## src/rtl/npc_pipe_defs.sv

```systemverilog
// Shared definitions for npc pipeline stage registers: state encodings for
// debug/trace logic and the default payload width.
package npc_pipe_defs;

    localparam int unsigned PIPE_DATA_LEN = 32;

    typedef enum logic [1:0] {
        PIPE_EMPTY = 2'd0,
        PIPE_BUSY  = 2'd1,
        PIPE_FULL  = 2'd2
    } pipe_state_e;

    // Collapses the two valid bits into a named state; skid without main is unreachable.
    function automatic pipe_state_e pipe_state(input logic main_v, input logic skid_v);
        if (!main_v)     return PIPE_EMPTY;
        else if (skid_v) return PIPE_FULL;
        else             return PIPE_BUSY;
    endfunction

endpackage

```

## src/rtl/pipe_data_reg.sv

```systemverilog
// DATA_LEN-wide enable register with a parametrised reset value; used for the
// main and skid payload slots of pipe_skid_reg.
module pipe_data_reg #(
    parameter int unsigned          DATA_LEN = 32,
    parameter logic [DATA_LEN-1:0]  RST_DATA = '0
) (
    input  logic                clk,
    input  logic                rst_n,
    input  logic                en_i,
    input  logic [DATA_LEN-1:0] d_i,
    output logic [DATA_LEN-1:0] q_o
);

    // NOTE: non-blocking assignment so every flop samples pre-edge values.
    // NOTE: payload is reset too, so out_data is defined before the first beat.
    always_ff @(posedge clk or negedge rst_n) begin
        if (!rst_n) begin
            q_o <= RST_DATA;
        end else if (en_i) begin
            q_o <= d_i;
        end
    end

endmodule

```

## src/rtl/pipe_skid_reg.sv

```systemverilog
// Pipeline stage register with valid/ready handshake, one-entry skid buffer
// and synchronous flush; in_ready comes straight from a flop.
module pipe_skid_reg
    import npc_pipe_defs::*;
#(
    parameter int unsigned          DATA_LEN = PIPE_DATA_LEN,
    parameter logic [DATA_LEN-1:0]  RST_DATA = '0
) (
    input  logic                clk,
    input  logic                rst_n,
    input  logic                flush,
    input  logic                in_valid,
    output logic                in_ready,
    input  logic [DATA_LEN-1:0] in_data,
    output logic                out_valid,
    input  logic                out_ready,
    output logic [DATA_LEN-1:0] out_data
);

    logic                main_v_q, main_v_d;
    logic                skid_v_q, skid_v_d;
    logic                main_load, skid_load, main_from_skid;
    logic [DATA_LEN-1:0] main_data, skid_data, main_src;
    logic                ifire, ofire;
    pipe_state_e         state;

    assign state = pipe_state(main_v_q, skid_v_q);
    assign ifire = in_valid && !skid_v_q;
    assign ofire = main_v_q && out_ready;

    always_ff @(posedge clk or negedge rst_n) begin
        if (!rst_n) begin
            main_v_q <= 1'b0;
            skid_v_q <= 1'b0;
        end else begin
            main_v_q <= main_v_d;
            skid_v_q <= skid_v_d;
        end
    end

    // NOTE: every output of this block gets a default first, so no latches are inferred.
    always_comb begin
        main_v_d       = main_v_q;
        skid_v_d       = skid_v_q;
        main_load      = 1'b0;
        skid_load      = 1'b0;
        main_from_skid = 1'b0;

        unique case (state)
            PIPE_EMPTY: begin
                skid_v_d = 1'b0;
                if (ifire) begin
                    main_load = 1'b1;
                    main_v_d  = 1'b1;
                end
            end
            PIPE_BUSY: begin
                if (ifire && ofire) begin
                    main_load = 1'b1;
                end else if (ifire) begin
                    skid_load = 1'b1;
                    skid_v_d  = 1'b1;
                end else if (ofire) begin
                    main_v_d  = 1'b0;
                end
            end
            PIPE_FULL: begin
                if (ofire) begin
                    main_load      = 1'b1;
                    main_from_skid = 1'b1;
                    skid_v_d       = 1'b0;
                end
            end
            default: begin
                main_v_d = 1'b0;
                skid_v_d = 1'b0;
            end
        endcase

        // Squash wins over any handshake; the payload slots are left untouched.
        if (flush) begin
            main_v_d  = 1'b0;
            skid_v_d  = 1'b0;
            main_load = 1'b0;
            skid_load = 1'b0;
        end
    end

    assign main_src = main_from_skid ? skid_data : in_data;

    pipe_data_reg #(
        .DATA_LEN (DATA_LEN),
        .RST_DATA (RST_DATA)
    ) u_main_data (
        .clk   (clk),
        .rst_n (rst_n),
        .en_i  (main_load),
        .d_i   (main_src),
        .q_o   (main_data)
    );

    pipe_data_reg #(
        .DATA_LEN (DATA_LEN),
        .RST_DATA (RST_DATA)
    ) u_skid_data (
        .clk   (clk),
        .rst_n (rst_n),
        .en_i  (skid_load),
        .d_i   (in_data),
        .q_o   (skid_data)
    );

    assign out_valid = main_v_q;
    assign out_data  = main_data;
    assign in_ready  = !skid_v_q;

endmodule

```

## config.mk

```make
export PLATFORM = sky130hd
export DESIGN_NAME = pipe_skid_reg
export DESIGN_NICKNAME = d
export VERILOG_FILES = /design/src/rtl/npc_pipe_defs.sv /design/src/rtl/pipe_data_reg.sv /design/src/rtl/pipe_skid_reg.sv
export SDC_FILE = /design/constraint.sdc
export NUM_CORES = 1
export LEC_CHECK = 0
export CAP_MARGIN = 20
export CORE_ASPECT_RATIO = 1.25
export CORE_MARGIN = 2
export CORE_UTILIZATION = 51
export CTS_BUF_LIST = sky130_fd_sc_hd__clkbuf_4
export DETAILED_ROUTE_END_ITERATION = 7
export HOLD_SLACK_MARGIN = 0.1
export PLACE_DENSITY = 0.82
export SYNTH_ARGS = -nofsm -noshare
export SYNTH_HDL_FRONTEND = slang
export SYNTH_SLANG_ARGS = --single-unit
```

## constraint.sdc

```tcl
create_clock -name clk -period 2 [get_ports clk]
set_clock_uncertainty 0.15 [all_clocks]
set_input_delay 0.4 -clock clk [delete_from_list [all_inputs] [get_ports clk]]
set_output_delay 0.4 -clock clk [all_outputs]
set_load 0.02 [all_outputs]
```

**Word-level counts from Yosys, hierarchy flattened**

Index checks and enable logic that the tools add are counted.
W data, S select, Z words.

- Register bits after elaboration: 66
- Output and inout bits: 34

- Eq/ne operators: 9
- Muxes and demuxes: 21
- Reductions and logical operators: 7

Operators with widths:

| cell | count |
|---|---|
| $mux W32 | 1 |
| $ne A3 B3 Y1 const B | 6 |
| $mux W1 | 15 |
| $pmux W1 S3 | 2 |
| $reduce_and A5 Y1 | 1 |
| $mux W2 | 2 |
| $logic_and A1 B1 Y1 | 3 |
| $reduce_and A3 Y1 | 1 |
| $eq A2 B1 Y1 const B | 1 |
| $eq A2 B2 Y1 const B | 1 |
| $logic_not A2 Y1 | 1 |
| $ne A2 B2 Y1 const B | 1 |
| $pmux W1 S2 | 1 |
| $logic_not A1 Y1 | 1 |

**Longest topological paths before layout**

- Depth after elaboration: 6
- Mapped depth: 4
- Gate-level depth less buffers: 3

**Modules after synthesis**

Synthesis repeated with hierarchy kept, for this count alone.

- Cells, all modules: 186
- Area total of the unflattened synthesis: 3318.2 um^2

By module, submodules not included:

| module | times used | cells each | area an instance (um^2) | sequential area each (um^2) |
|---|---|---|---|---|
| pipe_data_reg | 2 | 68 | 1345.0 | 800.8 |
| pipe_skid_reg | 1 | 50 | 628.1 | 50.0 |

**Worst setup path before layout**

OpenSTA, ideal clock, no wires.

- Path kind: register -> register
- Start point: register main_v_q, in the netlist out_valid
- End point: register u_main_data.q_o[0]
- Data arrival time: 1473 ps
- Data required time: 1725 ps
- Slack: 252 ps
- Stages on the path, launching flop included: 5
- Path buffers: 1
- Clock period less this slack: 1748 ps
- Cell sequence: dfrtp_1 or2_1 a21oi_2 buf_4 mux2_2

- Longest elaborated chain between the ends: 5
- Elaborated cells on any way between the ends: 12

Ends and longest elaborated chain:

| element | RTL line | RTL |
|---|---|---|
| start, declared | pipe_skid_reg.sv:20 | `logic main_v_q, main_v_d;` |
| start signal, assigned | pipe_skid_reg.sv:36 | `main_v_q <= main_v_d;` |
| $logic_and A1 B1 Y1 | pipe_skid_reg.sv:29 | `assign ofire = main_v_q && out_ready;` |
| $logic_and A1 B1 Y1 | pipe_skid_reg.sv:58 | `if (ifire && ofire) begin` |
| $mux W1 | pipe_skid_reg.sv:58 |  |
| $pmux W1 S3 | pipe_skid_reg.sv:49 | `unique case (state)` |
| $mux W1 | pipe_skid_reg.sv:81 | `if (flush) begin` |
| end signal, assigned | pipe_data_reg.sv:20 | `q_o <= d_i;` |
| end, declared | pipe_data_reg.sv:11 | `output logic [DATA_LEN-1:0] q_o` |

Parallel ways exist; a longest one is shown, timed or not.
A chain may end at the register's enable or synchronous reset.

**Worst setup path after layout**

- Start point: register u_main_data.q_o[25]
- End point: output port out_data[25]

RTL lines:

| element | RTL line | RTL |
|---|---|---|
| end, declared | pipe_skid_reg.sv:17 | `output logic [DATA_LEN-1:0] out_data` |

No word-level cell between the ends.

==> summary.md <==
| Metric | Value |
|---|---|
| Least-Margin Pin Slew | 0.4987 ns |
| Inserted Diodes | 0 |
| M1 WL | 2.426 mm |
| Crit Path Class | register to primary output |
| Nets@finish | 303 |
| VDD IR max | 0.5561 mV |
| Synthesized cell area | 2892 um2 |
| Vias per std cell | 5.266 |
| Core Footprint | 5443 um2 |
| Grt ovf | 0 |
| Worst-path cell chain | clkdlybuf4s50_1 |
| Clock root cell | clkbuf_4 |
| Die area | 6292 um2 |
| DP Wirelength | 3.674 mm |
| Area grow syn2layout | 34.23% |
| Yosys cell types | 16 |
| Die H | 88.19 um |
| Htree depth | 3 |
| Pwr dens | 897.6 nW/um2 |
| Critical Path Start | u_main_data.q_o[25] |
| Worst Hold Class | primary input to asynchronous set/reset pin |
| Met3 routed WL | 373 um |
| Slew Limit Fails | 0 |
| Initial Util | 53.13% |
| Site Rows | 30 |
| Register area | 1652 um2 |
| MaxCap Viol Count | 0 |
| Inserted Clock Buffers | 9 |
| Commonest non-fill, non-tap cell in the layout | dfrtp_1 |
| Worst slew margin | 66.75% |
| Final setup violating endpoints | 0 |
| Tcrit/Tclk final | 96.40% |
| Register area share after synthesis | 57.12% |
| Worst Path Required | 1.45 ns |
| First-pass GRT wire length | 8.756 mm |
| Avg Cell Area, Syn | 15.71 um2 |
| CP delay by family, top | buffers and inverters |
| Clock latency at the later pin of the worst-skew pair | 0.40 ns |
| IO Count | 71 |
| Pre-Repair DR Iteration Count | 4 |
| Gr usage total | 18.46% |
| Filler cell count | 384 |
| Status | finished, final reports clean |
| CTS tree | yes |
| Leakage | 1.717 nW |
| CTS clock-pin slew for the worst setup and hold paths | 0.10 ns |
| CP Buf/Inv Count | 1 |
| Seq cells post-synth | 66 |
| Remaining DRCs | 0 |
| Min Hold Slack | 0.1596 ns |
| Largest net degree at the start of global routing | 41 |
| Final hold vios | 0 |
| CTS max path bufs | 2 |
| Sink Count | 66 |
| Syn Nets | 221 |
| Startpoint Class | register |
| Layout cells sized above 1 | 31.48% |
| Number of global-route vias before repair | 1,831 |
| Footprint of the multi-input gates | 1167 um2 |
| WL met2 | 2.450 mm |
| Most frequent cells in the layout | 66 x dfrtp_1, 60 x mux2_2, 59 x clkdlybuf4s50_1 |
| Crit-path slowest cell | clkdlybuf4s50_1 |
| Initial antenna violation count | 0 |
| Max Used Layer | met4 |
| Worst reg2reg endpoint | u_skid_data.q_o[21] |
| Vias | 1,759 |
| Crit path to | out_data[25] |
| IO Port Bufs | 70 |
| Capturing element type of the critical path | primary output |
| Fin crit period | 1.928 ns |
| Max Fanout on Critical Path | 2 |
| Reg2Reg Setup Slack | 0.24 ns |
| WP data arrival | 1.38 ns |
| Final worst slack | 0.07191 ns |
| GPL Wtd Cong | 0.7262 |
| Post-CTS Repair Setup Buffers | 0 |
| RSZ-0062 raised after global routing | no |
| Worst slack, placed | -0.1438 ns |
| Post-Route WL | 5.315 mm |
| Cell depth of the worst setup path | 1 |
| PnR Total Power | 3.484 mW |
| Reg-to-Reg Start | skid_v_q |
| R2r worst-path depth | 4 |
| Worst stage delay on the critical path | 0.61 ns |
| Initial drt markers | 67 |
| FMAX | 518.6 MHz |
| Final ANT Viol Nets | 0 |
| Mapped Cells | 184 |
| DR WL/cell | 15.91 um |
| Synth warnings | 0 |
| Die Wd | 71.35 um |
-- flip-flops by register name, summed over array words and instances (netlist names) --
signal           cells
out_valid            1
skid_v_q             1
u_main_data.q_o     32
u_skid_data.q_o     32
-- worst min path at each step --
stage                      from                   to  slack [ns]  cells past startpoint
after floorplan           rst_n            out_valid       -0.05                      0
after global placement    rst_n  u_main_data.q_o[23]        0.04                      1
after detailed placement  rst_n  u_main_data.q_o[23]        0.04                      1
after CTS                 rst_n  u_main_data.q_o[23]        0.15                      2
after global routing      rst_n  u_main_data.q_o[23]        0.15                      2
final                     rst_n  u_main_data.q_o[23]        0.16                      2
-- per-layer routing --
layer  up-vias  global-route usage, %
met2        61                  28.28
met4         0                  6.690
met5         -                      0
met1       862                  24.08
met3         7                  7.020
li1        829                      -
-- cells by family after synthesis --
family                 after synthesis  share of synthesized area, %
AND/OR/NAND/NOR                      7                         1.601
flip-flops                          66                         57.12
AO/OA/AOI/OAI                        4                        0.9085
buffers and inverters               11                         2.986
multiplexers                        96                         37.39
-- stage by stage --
| step | TNS, ns | util, % | instances | instance area, um2 |
|---|---|---|---|---|
| 3_3_place_gp | -5.482 | 68.57 | 318 | 3732 |
| 3_5_place_dp | -7.015 | 68.57 | 318 | 3732 |
| 5_1_grt | 0 | 71.31 | 334 | 3881 |
| 4_1_cts | 0 | 70.94 | 334 | 3861 |
| 6_report | 0 | 71.31 | 334 | 3881 |
| 2_1_floorplan | 0 | - | 184 | 2892 |
-- area by class of cell --
class | instances | share of cell area [%]
tap | 64 | 2.063
sequential | 66 | 42.55
clock buffer | 10 | 1.934
clock inverter | 5 | 1.193
multi-input combinational | 107 | 30.08
inverter | 2 | 0.1934
timing repair buffer | 80 | 21.99
-- report_power, final --
part	internal [mW]	switching, mW
clock	0.375	0.441
combinational	0.516	0.379
sequential	1.63	0.141
-- synth_stat cells --
library cell	instances	area, um2
a21oi_1	1	5.000
a21oi_2	1	8.760
buf_4	6	45.04
buf_6	3	33.78
dfrtp_1	66	1652
inv_1	2	7.510
mux2_1	36	405.4
mux2_2	60	675.7
nand2_1	1	3.750
nand2b_1	2	12.51
nand3_2	1	10.01
nor2_1	1	3.750
nor3_2	1	10.01
o21ai_0	1	5.000
o21bai_1	1	7.510
or2_1	1	6.260
-- timing repair --
action,CTS,global route
hold buffers,1,0
endpoints found under the setup margin,2,8
hold endpoints to repair,66,0
resized for setup,2,8
Power figures use the tool's default switching activity.
